**config.mk**
```make
export PLATFORM = sky130hd
export DESIGN_NAME = hazard_ctrl
export DESIGN_NICKNAME = d
export VERILOG_FILES = /design/src/rtl/hazard_ctrl.sv
export SDC_FILE = /design/constraint.sdc
export NUM_CORES = 1
export LEC_CHECK = 0
export CORE_MARGIN = 1.5
export CORE_UTILIZATION = 52
export CTS_CLUSTER_SIZE = 16
export DETAILED_ROUTE_END_ITERATION = 6
export PLACE_DENSITY = 0.79
export SYNTH_ARGS = -nofsm -noshare
export SYNTH_HDL_FRONTEND = slang
export SYNTH_SLANG_ARGS = --single-unit
```
**constraint.sdc**
```tcl
create_clock -name clk -period 2.3 [get_ports clk]
set_clock_uncertainty 0.2 [all_clocks]
set_input_delay 0.46 -clock clk [delete_from_list [all_inputs] [get_ports clk]]
set_output_delay 0.46 -clock clk [all_outputs]
set_load 0.01 [all_outputs]
```
**src/rtl/hazard_ctrl.sv**
```systemverilog
// hazard_ctrl: stall, flush and forward-select control for the 5-stage RV32
// pipeline (F/D/E/M/W). It keeps a shadow of the register-usage fields of the
// instructions in E, M and W and advances that shadow with the stalls and
// flushes it issues itself, so the datapath needs no extra hazard tagging.
module hazard_ctrl #(
  parameter int MEM_TIMEOUT = 15,
  parameter int CNT_W       = 4
) (
  input  logic       clk,
  input  logic       reset,
  input  logic [4:0] Rs1D,
  input  logic [4:0] Rs2D,
  input  logic [4:0] RdD,
  input  logic       RegWriteD,
  input  logic       LoadD,
  input  logic       MemAccD,
  input  logic       PCSrcE,
  input  logic       MemReady,
  output logic       StallF,
  output logic       StallD,
  output logic       StallE,
  output logic       StallM,
  output logic       FlushD,
  output logic       FlushE,
  output logic       FlushW,
  output logic [1:0] ForwardAE,
  output logic [1:0] ForwardBE,
  output logic       MemTimeout
);

  localparam logic [CNT_W-1:0] TIMEOUT_CNT = CNT_W'(MEM_TIMEOUT);
  localparam logic [CNT_W-1:0] CNT_ONE     = {{(CNT_W-1){1'b0}}, 1'b1};

  // Forward select for one E-stage source register. M is younger than W, so
  // it wins. A producer with rd==x0 never reaches here with regWrite set.
  function automatic logic [1:0] fwdSelect(
    input logic [4:0] src,
    input logic       mValid,
    input logic       mRegWrite,
    input logic [4:0] mRd,
    input logic       wValid,
    input logic       wRegWrite,
    input logic [4:0] wRd
  );
    logic [1:0] sel;
    if (mValid && mRegWrite && (mRd == src)) begin
      sel = 2'b10;
    end else if (wValid && wRegWrite && (wRd == src)) begin
      sel = 2'b01;
    end else begin
      sel = 2'b00;
    end
    return sel;
  endfunction

  // E-slot shadow
  logic       eValid_r;
  logic [4:0] eRs1_r;
  logic [4:0] eRs2_r;
  logic [4:0] eRd_r;
  logic       eRegWrite_r;
  logic       eLoad_r;
  logic       eMemAcc_r;

  // M-slot shadow
  logic       mValid_r;
  logic [4:0] mRd_r;
  logic       mRegWrite_r;
  logic       mMemAcc_r;

  // W-slot shadow
  logic       wValid_r;
  logic [4:0] wRd_r;
  logic       wRegWrite_r;

  // Memory-wait run counter
  logic [CNT_W-1:0] waitCnt_r;
  logic [CNT_W-1:0] waitCntNext_s;

  logic memWait_s;
  logic loadUse_s;
  logic redirect_s;
  logic dRegWrite_s;

  // Normalise the D-stage write enable: writes to x0 are never real writes,
  // which keeps x0 out of both the interlock and the forwarding compares.
  always_comb begin
    dRegWrite_s = RegWriteD & (RdD != 5'd0);
  end

  // Detect hazards and resolve them in priority order: memory wait freezes
  // everything, a redirect squashes the wrong path (including any load-use it
  // would have caused), and a load-use inserts a single bubble into E.
  always_comb begin
    memWait_s  = mValid_r & mMemAcc_r & ~MemReady;
    loadUse_s  = eValid_r & eLoad_r & eRegWrite_r &
                 ((eRd_r == Rs1D) | (eRd_r == Rs2D));
    redirect_s = PCSrcE;

    StallF = 1'b0;
    StallD = 1'b0;
    StallE = 1'b0;
    StallM = 1'b0;
    FlushD = 1'b0;
    FlushE = 1'b0;
    FlushW = 1'b0;

    if (memWait_s) begin
      // M cannot retire, so nothing upstream may move; W gets a bubble.
      StallF = 1'b1;
      StallD = 1'b1;
      StallE = 1'b1;
      StallM = 1'b1;
      FlushW = 1'b1;
    end else if (redirect_s) begin
      FlushD = 1'b1;
      FlushE = 1'b1;
    end else if (loadUse_s) begin
      StallF = 1'b1;
      StallD = 1'b1;
      FlushE = 1'b1;
    end else begin
      StallF = 1'b0;
      StallD = 1'b0;
    end
  end

  // Forward selects are independent of stalls: a held E instruction keeps
  // re-evaluating against whatever now sits in M and W.
  always_comb begin
    ForwardAE = fwdSelect(eRs1_r, mValid_r, mRegWrite_r, mRd_r,
                          wValid_r, wRegWrite_r, wRd_r);
    ForwardBE = fwdSelect(eRs2_r, mValid_r, mRegWrite_r, mRd_r,
                          wValid_r, wRegWrite_r, wRd_r);
  end

  // Next wait-counter value: counts consecutive wait cycles, saturating.
  always_comb begin
    if (memWait_s) begin
      if (waitCnt_r == TIMEOUT_CNT) begin
        waitCntNext_s = waitCnt_r;
      end else begin
        waitCntNext_s = waitCnt_r + CNT_ONE;
      end
    end else begin
      waitCntNext_s = {CNT_W{1'b0}};
    end
  end

  // E-slot shadow: bubble on flush, hold on stall, else take the D fields.
  always_ff @(posedge clk or negedge reset) begin
    if (!reset) begin
      eValid_r    <= 1'b0;
      eRs1_r      <= 5'd0;
      eRs2_r      <= 5'd0;
      eRd_r       <= 5'd0;
      eRegWrite_r <= 1'b0;
      eLoad_r     <= 1'b0;
      eMemAcc_r   <= 1'b0;
    end else if (FlushE) begin
      eValid_r    <= 1'b0;
      eRs1_r      <= 5'd0;
      eRs2_r      <= 5'd0;
      eRd_r       <= 5'd0;
      eRegWrite_r <= 1'b0;
      eLoad_r     <= 1'b0;
      eMemAcc_r   <= 1'b0;
    end else if (!StallE) begin
      eValid_r    <= 1'b1;
      eRs1_r      <= Rs1D;
      eRs2_r      <= Rs2D;
      eRd_r       <= RdD;
      eRegWrite_r <= dRegWrite_s;
      eLoad_r     <= LoadD;
      eMemAcc_r   <= MemAccD;
    end
  end

  // M-slot shadow: there is no M flush, it only holds during a memory wait.
  always_ff @(posedge clk or negedge reset) begin
    if (!reset) begin
      mValid_r    <= 1'b0;
      mRd_r       <= 5'd0;
      mRegWrite_r <= 1'b0;
      mMemAcc_r   <= 1'b0;
    end else if (!StallM) begin
      mValid_r    <= eValid_r;
      mRd_r       <= eRd_r;
      mRegWrite_r <= eRegWrite_r;
      mMemAcc_r   <= eMemAcc_r;
    end
  end

  // W-slot shadow: bubble while M is waiting, otherwise follow M.
  always_ff @(posedge clk or negedge reset) begin
    if (!reset) begin
      wValid_r    <= 1'b0;
      wRd_r       <= 5'd0;
      wRegWrite_r <= 1'b0;
    end else if (FlushW) begin
      wValid_r    <= 1'b0;
      wRd_r       <= 5'd0;
      wRegWrite_r <= 1'b0;
    end else begin
      wValid_r    <= mValid_r;
      wRd_r       <= mRd_r;
      wRegWrite_r <= mRegWrite_r;
    end
  end

  // Wait counter and sticky timeout. The flag rises together with the counter
  // reaching the limit and only reset clears it; it never releases the stall.
  always_ff @(posedge clk or negedge reset) begin
    if (!reset) begin
      waitCnt_r  <= {CNT_W{1'b0}};
      MemTimeout <= 1'b0;
    end else begin
      waitCnt_r  <= waitCntNext_s;
      MemTimeout <= MemTimeout | (waitCntNext_s == TIMEOUT_CNT);
    end
  end

endmodule
```
==> run summary, run 1 <==
Crit path capture: FlushE
Die Area: 0.00413 mm2
RSZ-0062 raised after global routing: true
Synth async-reset ratio: 1.00
WL/cell: 14.3 um
Critical path class: reg2out
Startpoint types: flop
Die W: 64.2 um
Post-Syn Instances: 207
Remaining global-route overflow: 0
Number of synthesized flops with an enable pin: 0
CTS Buffer Depth: 2
Synth Register Bits: 39
Commonest cells post-synth: nand2_1 (40), dfrtp_1 (39), xnor2_1 (23)
CP max-delay cell: dfrtp_1
First-pass GRT wire length: 7500 um
Initial antenna violation count: 0
Core Util, Final: 0.713
Crit path max-delay family: flip-flops
YS warnings: 0
Failing checks: negative hold slack, negative setup slack
GP Congestion: 0.798
Sink Count: 39
H-tree levels: 2
FMAX: 395 MHz
CTS tree: built
Final period utilization: 1.10
Tightest Pin Transition: 0.469 ns
Largest net degree at the start of global routing: 40
Register area share after synthesis: 0.500
Endpoints failing hold: 7
Hold Slack: -0.00419 ns
Post-Syn Area: 0.00195 mm2
Detailed-route via count: 1629
Area leader, netlist: dfrtp_1
Ports: 34
Vias per cell: 5.24
Crit path buf inv count: 2
Worst path arrival time: 1.87 ns
Final Power: 0.00163 W
Layout Cells excl Fill: 311
Synth Flop Type: dfrtp_1
Status: finished with violations
Slew headroom: 0.688
Final WL: 4440 um
Max Cap Viol: 0
Row Count: 22
Avg Inst Size Synth: 9.42 um2
Clock Pin Slew Worst Setup and Hold Paths: 0.08 ns
Worst r2r path cells: 10
Worst reg2reg endpoint: eRd_r[1]
Maximum resistive drop on vdd: 576 uV
Hold buffers post-CTS: 0
Unique masters post-synth: 31
CTS buffer count: 5
R2r setup slk: 0.15 ns
Crit-path max FO: 4
Fraction of layout cells with a size suffix above 1: 0.198
Port Buf Inserts: 33
Detailed Route Iter0 Violations: 44
Post-synth top area share: 0.500
DRC: 0
Root Driver: clkbuf_8
# diodes: 0
Post-layout min period: 2.53 ns
Top-count cell post-synth: nand2_1
HP Class: in2async
Core Area: 0.00363 mm2
Setup-failing EPs final: 3
CP Capture Type: output port
DRT Pass-1 Iters: 4
Die Span Y: 64.2 um
Final setup margin: -0.228 ns
Clk_lat worst skew: 0.30 ns
Synth-to-layout area growth: 32.8%
Syn_nets: 230
Starting Density: 0.537
Final Max Tran Viols: 0
Worst r2r src: eRd_r[4]
Fin nets: 285
CP Depth: 7
P_leak: 1.20 nW
PwrDens: 628 mW/mm2
Synth area leaders: dfrtp_1 (50%), xnor2_1 (10%), nand2_1 (7.7%)
Critical Path Source: eRd_r[4]
Vias in the first global route: 1631
Worst-path cell chain: xor2_1 -> nor4_1 -> nand3_1 -> o31ai_4 -> buf_4 -> o21a_1 -> buf_2
Tot GR Track Use: 0.240
DRT antenna net count: 0
Post-DP HPWL: 3210 um
Sum of negative setup slack: -0.591 ns
Max stage delay on crit path: 0.44 ns
Req. time, crit path: 1.64 ns
Placed cell count: 295
## flip-flops by register name, summed over array words and instances, names as in the netlist, 4 cells and up
register,count
eRs1_r,5
mRd_r,5
eRd_r,5
waitCnt_r,4
wRd_r,5
eRs2_r,5
## worst register-to-register path, delay by kind of cell, from the launching register on
| kind | cells | cell delay [ns] |
|---|---|---|
| buf+inv | 5 | 0.57 |
| compound gates | 2 | 0.20 |
| xor+xnor | 1 | 0.19 |
| simple gates | 2 | 0.44 |
| flops | 1 | 0.44 |
## stage by stage
step	cell area, um2	setup WS [ns]
6_report	2590	-0.228
5_1_grt	2590	-0.298
4_1_cts	2590	-0.249
3_5_place_dp	2410	-0.737
3_3_place_gp	2410	-0.668
2_1_floorplan	1950	0.152
## final cells by class
class | instances | area [um2]
fillers | 285 | 1040
flip-flops and latches | 39 | 978
multi-input cells | 151 | 912
repair buffers | 62 | 514
clock buffers | 5 | 68.8
well taps | 48 | 60.1
clock inverters | 3 | 43.8
inverters | 3 | 13.8
## what timing repair did
action | CTS | global route
resized for setup | 36 | 8
buffers inserted | 7 | 1
endpoints found under the setup margin | 11 | 6
pin swaps | 9 | 5
## power breakdown
| group | switching, W | internal, W |
|---|---|---|
| clock | 0.000244 | 0.000323 |
| sequential | 0.0000530 | 0.000737 |
| combinational | 0.000127 | 0.000144 |
## placed cells by master, fill, tap and decap left out, types with 2 or more instances in the layout
| master | instances |
|---|---|
| and2_1 | 6 |
| buf_2 | 2 |
| buf_4 | 29 |
| buf_6 | 2 |
| clkbuf_2 | 2 |
| clkbuf_8 | 5 |
| clkdlybuf4s50_1 | 14 |
| dfrtp_1 | 37 |
| dfrtp_2 | 2 |
| dlygate4sd2_1 | 13 |
| inv_1 | 2 |
| nand2_1 | 40 |
| nand2b_1 | 2 |
| nand3_1 | 21 |
| nand4_1 | 5 |
| nor2_1 | 7 |
| nor3_2 | 2 |
| nor4_1 | 3 |
| o21ai_0 | 18 |
| xnor2_1 | 23 |
| xor2_1 | 9 |
## how the worst min path moves through the flow
stage,start,to,slack (ns),cells past startpoint
floorplan,reset,MemTimeout,-0.04,0
CTS,reset,MemTimeout,0.01,2
global route,reset,MemTimeout,0.04,2
finish,reset,waitCnt_r[2],-0.004,2
detailed placement,mMemAcc_r,wValid_r,0.24,1
global placement,mMemAcc_r,wValid_r,0.24,1
## cells by family (layout without fill, tap and decap cells)
group           after synthesis  in the layout  share of synthesized area
simple gates                 89             89                      0.210
flops                        39             39                      0.500
xor+xnor                     32             32                      0.144
compound gates               28             28                     0.0872
buf+inv                      17             73                     0.0475
fa+ha+maj                     1              1                    0.00641
mux                           1              1                    0.00513
## routing by layer
metal	track usage	part of all wire	routed length, um
met5	0	0	0
met4	0.120	0.025	110
met3	0.0387	0.035	154
met2	0.405	0.52	2310
met1	0.298	0.42	1860
Power figures use the tool's default switching activity.
==> run 2, diff against run 1 <==
ABC_AREA = 1   (was unset)
CORE_UTILIZATION = 53   (was 52)
REMOVE_ABC_BUFFERS = 1   (was unset)
==> run 2 against run 1 <==
Clock-buffer cell count up 2. Wire length up 3.4%. Final cell count up 14%. Sequential share of layout area up 0.74 points. Power down 8.2%. Highest routed layer unchanged. Setup slack better by 0.32 ns. Register-to-register slack better by 0.39 ns. The flow now finishes without violations. Critical path type is now in2out. Final area down 1.9%. Via count up 12%.
==> run summary, run 2 <==
Maximum resistive drop on vdd: 304 uV (was 576 uV)
Number of synthesized flops with an enable pin: 0 (unchanged)
Placed cell area: 0.00246 mm2 (was 0.00241 mm2)
Row Count: 22 (unchanged)
Most common cell after layout, fill and taps aside: nand2_1 (unchanged)
DRT Pass-1 Iters: 4 (unchanged)
WL/cell: 13.0 um (was 14.3 um)
Detailed Route Iter0 Violations: 130 (was 44)
Die W: 65.6 um (was 64.2 um)
Die Span Y: 65.6 um (was 64.2 um)
Root Driver: clkbuf_8 (unchanged)
Port Buf Inserts: 33 (unchanged)
Worst-path cell chain: clkdlybuf4s50_1 -> nor2_2 -> nand2_4 -> inv_6 -> nor2_1 -> dlygate4sd2_1 (was xor2_1 -> nor4_1 -> nand3_1 -> o31ai_4 -> buf_4 -> o21a_1 -> buf_2)
Sink Count: 39 (unchanged)
Critical path class: in2out (was reg2out)
Endpoints failing hold: 0 (was 7)
YS warnings: 0 (unchanged)
Startpoint types: primary input (was flop)
Final Max Tran Viols: 0 (unchanged)
Layout Cells excl Fill: 354 (was 311)
Worst path arrival time: 1.55 ns (was 1.87 ns)
Clk_lat worst skew: 0.29 ns (was 0.30 ns)
Max stage delay on crit path: 0.42 ns (was 0.44 ns)
Post-layout min period: 2.21 ns (was 2.53 ns)
Core Area: 0.00372 mm2 (was 0.00363 mm2)
Combinational fraction of design power: 0.180 (was 0.166)
Final WL: 4590 um (was 4440 um)
Net switching power: 0.000422 W (was 0.000424 W)
Footprint of the multi-input gates: 892 um2 (was 912 um2)
Final setup margin: 0.0871 ns (was -0.228 ns)
Post-DP HPWL: 3280 um (was 3210 um)
Placed cell count: 342 (was 295)
Vias in the first global route: 1667 (was 1631)
HP Class: in2async (unchanged)
P_leak: 1.37 nW (was 1.20 nW)
CTS tree: built (unchanged)
First-pass GRT wire length: 7880 um (was 7500 um)
CP max-delay cell: clkdlybuf4s50_1 (was dfrtp_1)
RSZ-0062 raised after global routing: true (unchanged)
Crit path max-delay family: buffers and inverters (was flip-flops)
Tot GR Track Use: 0.244 (was 0.240)
Critical Path Source: MemReady (was eRd_r[4])
DRT antenna net count: 0 (unchanged)
Area leader, netlist: dfrtp_1 (unchanged)
Top-count cell post-synth: nand2_1 (unchanged)
Starting Density: 0.559 (was 0.537)
Finished layout cell area: 0.00254 mm2 (was 0.00259 mm2)
Fraction of layout cells with a size suffix above 1: 0.157 (was 0.198)
Status: finished, final reports clean (was finished with violations)
Die Area: 0.00430 mm2 (was 0.00413 mm2)
Detailed-route via count: 1825 (was 1629)
CTS buffer count: 5 (unchanged)
Ports: 34 (unchanged)
Largest net degree at the start of global routing: 40 (unchanged)
Unique masters post-synth: 29 (was 31)
Place WS: -0.574 ns (was -0.737 ns)
Synth Flop Type: dfrtp_1 (unchanged)
H-tree levels: 2 (unchanged)
Setup-failing EPs final: 0 (was 3)
# diodes: 0 (unchanged)
Core Util, Final: 0.684 (was 0.713)
Crit path buf inv count: 3 (was 2)
Final period utilization: 0.962 (was 1.10)
CTS Buffer Depth: 2 (unchanged)
Max Cap Viol: 0 (unchanged)
Avg Inst Size Synth: 7.96 um2 (was 9.42 um2)
Switching share of total power: 0.282 (was 0.260)
Synth Register Bits: 39 (unchanged)
Post-Syn Area: 0.00208 mm2 (was 0.00195 mm2)
Remaining global-route overflow: 0 (unchanged)
Initial antenna violation count: 0 (unchanged)
Post-Syn Instances: 261 (was 207)
PwrDens: 588 mW/mm2 (was 628 mW/mm2)
FMAX: 452 MHz (was 395 MHz)
Commonest cells post-synth: nand2_1 (78), dfrtp_1 (39), inv_1 (24) (was nand2_1 (40), dfrtp_1 (39), xnor2_1 (23))
Pint: 0.00107 W (was 0.00120 W)
Synth-to-layout area growth: 22.3% (was 32.8%)
Slew headroom: 0.679 (was 0.688)
Clk pwr share: 0.293 (was 0.348)
Vias per cell: 5.16 (was 5.24)
CP Capture Type: output port (unchanged)
Synth async-reset ratio: 1.00 (unchanged)
Req. time, crit path: 1.64 ns (about the same)
Register cell area after layout: 978 um2 (unchanged)
Clock Pin Slew Worst Setup and Hold Paths: 0.07 ns (was 0.08 ns)
Tightest Pin Transition: 0.482 ns (was 0.469 ns)
Synth area leaders: dfrtp_1 (47%), nand2_1 (14%), nand4_1 (6.6%) (was dfrtp_1 (50%), xnor2_1 (10%), nand2_1 (7.7%))
Hold buffers post-CTS: 0 (unchanged)
Post-synth top area share: 0.470 (was 0.500)
Crit-path max FO: 10 (was 4)
Register area share after synthesis: 0.470 (was 0.500)
GP Congestion: 0.860 (was 0.798)
Fin nets: 328 (was 285)
Filler Cell Count: 325 (was 285)
DRC: 0 (unchanged)
Sequential share of power: 0.527 (was 0.485)
Worst r2r src: eRd_r[2] (was eRd_r[4])
Most frequent cells in the layout: nand2_1 (78), dfrtp_1 (37), inv_1 (23), nand4_1 (22), nor2_1 (21) (was nand2_1 (40), dfrtp_1 (37), buf_4 (29), xnor2_1 (23), nand3_1 (21))
run 2: cell count changes after synthesis, sizes merged, moves of 3 or more:
cell / change
nor4: -3
and2: -6
a21oi: +6
inv: +28
nor2: +17
o21ai: -7
nand2: +40
nand4: +17
or2: +3
xnor2: -15
nand3: -14
run 2: per-stage QoR:
stage | setup TNS, ns | power (W) | hold WS, ns
after detailed placement | -2.61 | 0.00107 | 0.244
after global routing | -0.0278 | 0.00158 | 0.0566
after global placement | -2.52 | 0.00106 | 0.246
after floorplan | 0 | 0.000936 | -0.0356
final | 0 | 0.00149 | 0.000246
after CTS | 0 | 0.00150 | 0.0159
run 2: kinds of logic after synthesis:
logic type	synth area share
compound gates	0.0572
xor+xnor	0.0675
fa+ha+maj	0.00602
buf+inv	0.105
flops	0.470
simple gates	0.294
run 2: worst paths after layout:
kind,to,slack (ns),depth (start not counted)
max,FlushD,0.09,6
min,eLoad_r,0.0002,2
max reg2reg,eRs2_r[4],0.54,10
min reg2reg,mMemAcc_r,0.26,1
max in group asynchronous,eRd_r[2],1.53,2
min in group clk,mMemAcc_r,0.26,1
run 2: layout make-up:
cell class              instances  share of cell area
flip-flops and latches         39               0.385
multi-input cells             177               0.351
repair buffers                 50               0.159
inverters                      32              0.0492
clock buffers                   7              0.0300
well taps                      48              0.0236
clock inverters                 1             0.00197
run 2: worst register-to-register path: stages (launching register included):
cell and delay, ns:
dfrtp_2 0.45, nand2_1 0.08, nand2_1 0.06, nor2_2 0.14, nand3_1 0.09, nand2_1 0.08
nand2_2 0.08, buf_4 0.14, buf_4 0.18, nand4_1 0.11, nand2_1 0.06
run 2: timing repair:
action / CTS / global route
setup endpoints to repair: 11 / 7
setup buffers: 1 / 3
gates resized for setup: 35 / 9
pin swaps: 3 / 7
run 2: layer usage:
layer,global-route usage,up-vias,routed length (um)
met2,0.388,51,2270
met3,0.0360,8,215
met5,0,-,0
li1,-,914,-
met1,0.335,852,2000
met4,0.104,0,101
run 2: power by group through the flow:
stage / combinational, W / sequential, W / clock, W
after detailed placement: 0.000270 / 0.000798 / 0
after global routing: 0.000306 / 0.000794 / 0.000478
after global placement: 0.000264 / 0.000794 / 0
after CTS: 0.000264 / 0.000785 / 0.000453
after floorplan: 0.000149 / 0.000787 / 0
final: 0.000269 / 0.000787 / 0.000439
==> run 3, diff against run 2 <==
CORE_UTILIZATION = 55   (was 53)
PLACE_DENSITY = 0.82   (was 0.79)
clock period = 2.85 ns   (was 2.3 ns; I/O delays follow)
==> run 3 against run 2 <==
Power is 19% lower. Worst hold slack better by 0.19 ns. First-iteration DRC count is 25% lower.
==> run summary, run 3 (synthesis gave the netlist of run 2 again) <==
# diodes: 0 (unchanged)
Core Util, Final: 0.690 (was 0.684)
DRC: 0 (unchanged)
CTS buffer count: 5 (unchanged)
Combinational fraction of design power: 0.176 (was 0.180)
H-tree levels: 2 (unchanged)
Fraction of layout cells with a size suffix above 1: 0.111 (was 0.157)
Largest net degree at the start of global routing: 40 (unchanged)
Switching share of total power: 0.284 (was 0.282)
Initial antenna violation count: 0 (unchanged)
Sink Count: 39 (unchanged)
Most common cell after layout, fill and taps aside: nand2_1 (unchanged)
Tot GR Track Use: 0.231 (was 0.244)
WL/cell: 12.7 um (was 13.0 um)
Final WL: 4370 um (was 4590 um)
Final period utilization: 0.959
Vias per cell: 5.16 (about the same)
Clk pwr share: 0.298 (was 0.293)
Sequential share of power: 0.526 (was 0.527)
Most frequent cells in the layout: nand2_1 (77), dfrtp_1 (39), clkdlybuf4s50_1 (29), inv_1 (24) (was nand2_1 (78), dfrtp_1 (37), inv_1 (23), nand4_1 (22), nor2_1 (21))
CTS tree: built (unchanged)
Die W: 64.5 um (was 65.6 um)
Slew headroom: 0.426 (was 0.679)
Root Driver: clkbuf_8 (unchanged)
Starting Density: 0.572 (was 0.559)
Final setup margin: 0.117 ns (was 0.0871 ns)
Layout Cells excl Fill: 345 (was 354)
Detailed-route via count: 1780 (was 1825)
Clock Pin Slew Worst Setup and Hold Paths: 0.07 ns (about the same)
Placed cell count: 337 (was 342)
CP Capture Type: output port (unchanged)
Crit-path max FO: 9 (was 10)
Req. time, crit path: 2.08 ns (was 1.64 ns)
DRT Pass-1 Iters: 4 (unchanged)
Final Max Tran Viols: 0 (unchanged)
Die Span Y: 64.5 um (was 65.6 um)
Endpoints failing hold: 0 (unchanged)
Register cell area after layout: 976 um2 (was 978 um2)
Tightest Pin Transition: 0.860 ns (was 0.482 ns)
Startpoint types: primary input (unchanged)
HP Class: in2async (unchanged)
RSZ-0062 raised after global routing: false (was true)
Pint: 0.000864 W (was 0.00107 W)
Fin nets: 319 (was 328)
Ports: 34 (unchanged)
CTS Buffer Depth: 2 (unchanged)
Filler Cell Count: 308 (was 325)
DRT antenna net count: 0 (unchanged)
Final Power: 0.00121 W (was 0.00149 W)
PwrDens: 481 mW/mm2 (was 588 mW/mm2)
Crit path buf inv count: 3 (unchanged)
Worst-path cell chain: clkdlybuf4s50_1 -> nor2_2 -> nand2_4 -> inv_4 -> clkdlybuf4s50_1 (was clkdlybuf4s50_1 -> nor2_2 -> nand2_4 -> inv_6 -> nor2_1 -> dlygate4sd2_1)
Maximum resistive drop on vdd: 309 uV (was 304 uV)
Max Cap Viol: 0 (unchanged)
Hold buffers post-CTS: 0 (unchanged)
Status: finished, final reports clean (unchanged)
P_leak: 1.31 nW (was 1.37 nW)
FMAX: 366 MHz
Net switching power: 0.000342 W (was 0.000422 W)
CP max-delay cell: clkdlybuf4s50_1 (unchanged)
Place WS: -0.249 ns (was -0.574 ns)
Synth-to-layout area growth: 20.7% (was 22.3%)
Core Area: 0.00363 mm2 (was 0.00372 mm2)
Die Area: 0.00415 mm2 (was 0.00430 mm2)
GP Congestion: 0.846 (was 0.860)
Remaining global-route overflow: 0 (unchanged)
Footprint of the multi-input gates: 897 um2 (was 892 um2)
Clk_lat worst skew: 0.29 ns (about the same)
Critical path class: in2out (unchanged)
Vias in the first global route: 1584 (was 1667)
Setup-failing EPs final: 0 (unchanged)
Row Count: 22 (unchanged)
First-pass GRT wire length: 7400 um (was 7880 um)
Port Buf Inserts: 33 (unchanged)
Cell with the most instances on the worst path: clkdlybuf4s50_1
Crit path max-delay family: buffers and inverters (unchanged)
Post-DP HPWL: 3160 um (was 3280 um)
Post-layout min period: 2.73 ns
Worst path arrival time: 1.96 ns (was 1.55 ns)
Max stage delay on crit path: 0.55 ns (was 0.42 ns)
Detailed Route Iter0 Violations: 97 (was 130)
[run 3: changes by cell type in the layout (fill, tap and decap cells not counted), moves of 2 or more]
| cell | previous run | this run |
|---|---|---|
| buf_2 | 4 | 2 |
| dfrtp_1 | 37 | 39 |
| dfrtp_2 | 2 | 0 |
| dlygate4sd2_1 | 15 | 0 |
| clkdlybuf4s50_1 | 11 | 29 |
| buf_4 | 17 | 8 |
[run 3: metrics by stage]
stage | hold slack (ns) | area [um2] | setup TNS (ns)
after global routing | 0.256 | 2510 | 0
final | 0.187 | 2510 | 0
after detailed placement | 0.244 | 2420 | -0.682
after CTS | 0.218 | 2500 | -0.00144
after floorplan | 0.0744 | 1980 | 0
after global placement | 0.240 | 2420 | -0.574
[run 3: repair_timing]
action	in CTS	in global routing
pin swaps	0	1
setup endpoints to repair	3	8
resized for setup	4	11
setup buffers	0	0
[run 3: worst reg2reg max path, delay by kind of cell, from the launching register on]
| kind | cells | cell delay (ns) |
|---|---|---|
| buf+inv | 2 | 0.23 |
| simple gates | 8 | 0.65 |
| flops | 1 | 0.45 |
[run 3: cell type report]
cell class                 count  area share
sequential                    39       0.389
timing repair buffer          41       0.148
multi-input combinational    177       0.358
inverter                      32      0.0489
tap                           48      0.0240
clock buffer                   7      0.0304
clock inverter                 1     0.00200
[run 3: path summary, 6_finish.rpt]
check | end | cells past startpoint | from | slack [ns]
max | StallE | 5 | MemReady | 0.12
min reg2reg | mMemAcc_r | 1 | eMemAcc_r | 0.26
min | eRs2_r[2] | 1 | reset | 0.19
max reg2reg | eRs2_r[4] | 10 | eRd_r[3] | 1.21
min in group clk | mMemAcc_r | 1 | eMemAcc_r | 0.26
max in group asynchronous | eRd_r[1] | 1 | reset | 1.72
[run 3: routing by layer]
layer	wire [um]	up-vias	GRT usage
met5	0	-	0
met4	74	0	0.0824
met3	117	9	0.0330
met2	2120	43	0.371
met1	2050	831	0.325
li1	-	897	-
[run 3: power groups by stage]
| stage | registers [W] | logic [W] | clock network, W |
|---|---|---|---|
| final | 0.000634 | 0.000212 | 0.000360 |
| after global routing | 0.000639 | 0.000239 | 0.000385 |
| after CTS | 0.000633 | 0.000209 | 0.000359 |
| after detailed placement | 0.000644 | 0.000210 | 0 |
| after global placement | 0.000640 | 0.000203 | 0 |
| after floorplan | 0.000635 | 0.000120 | 0 |
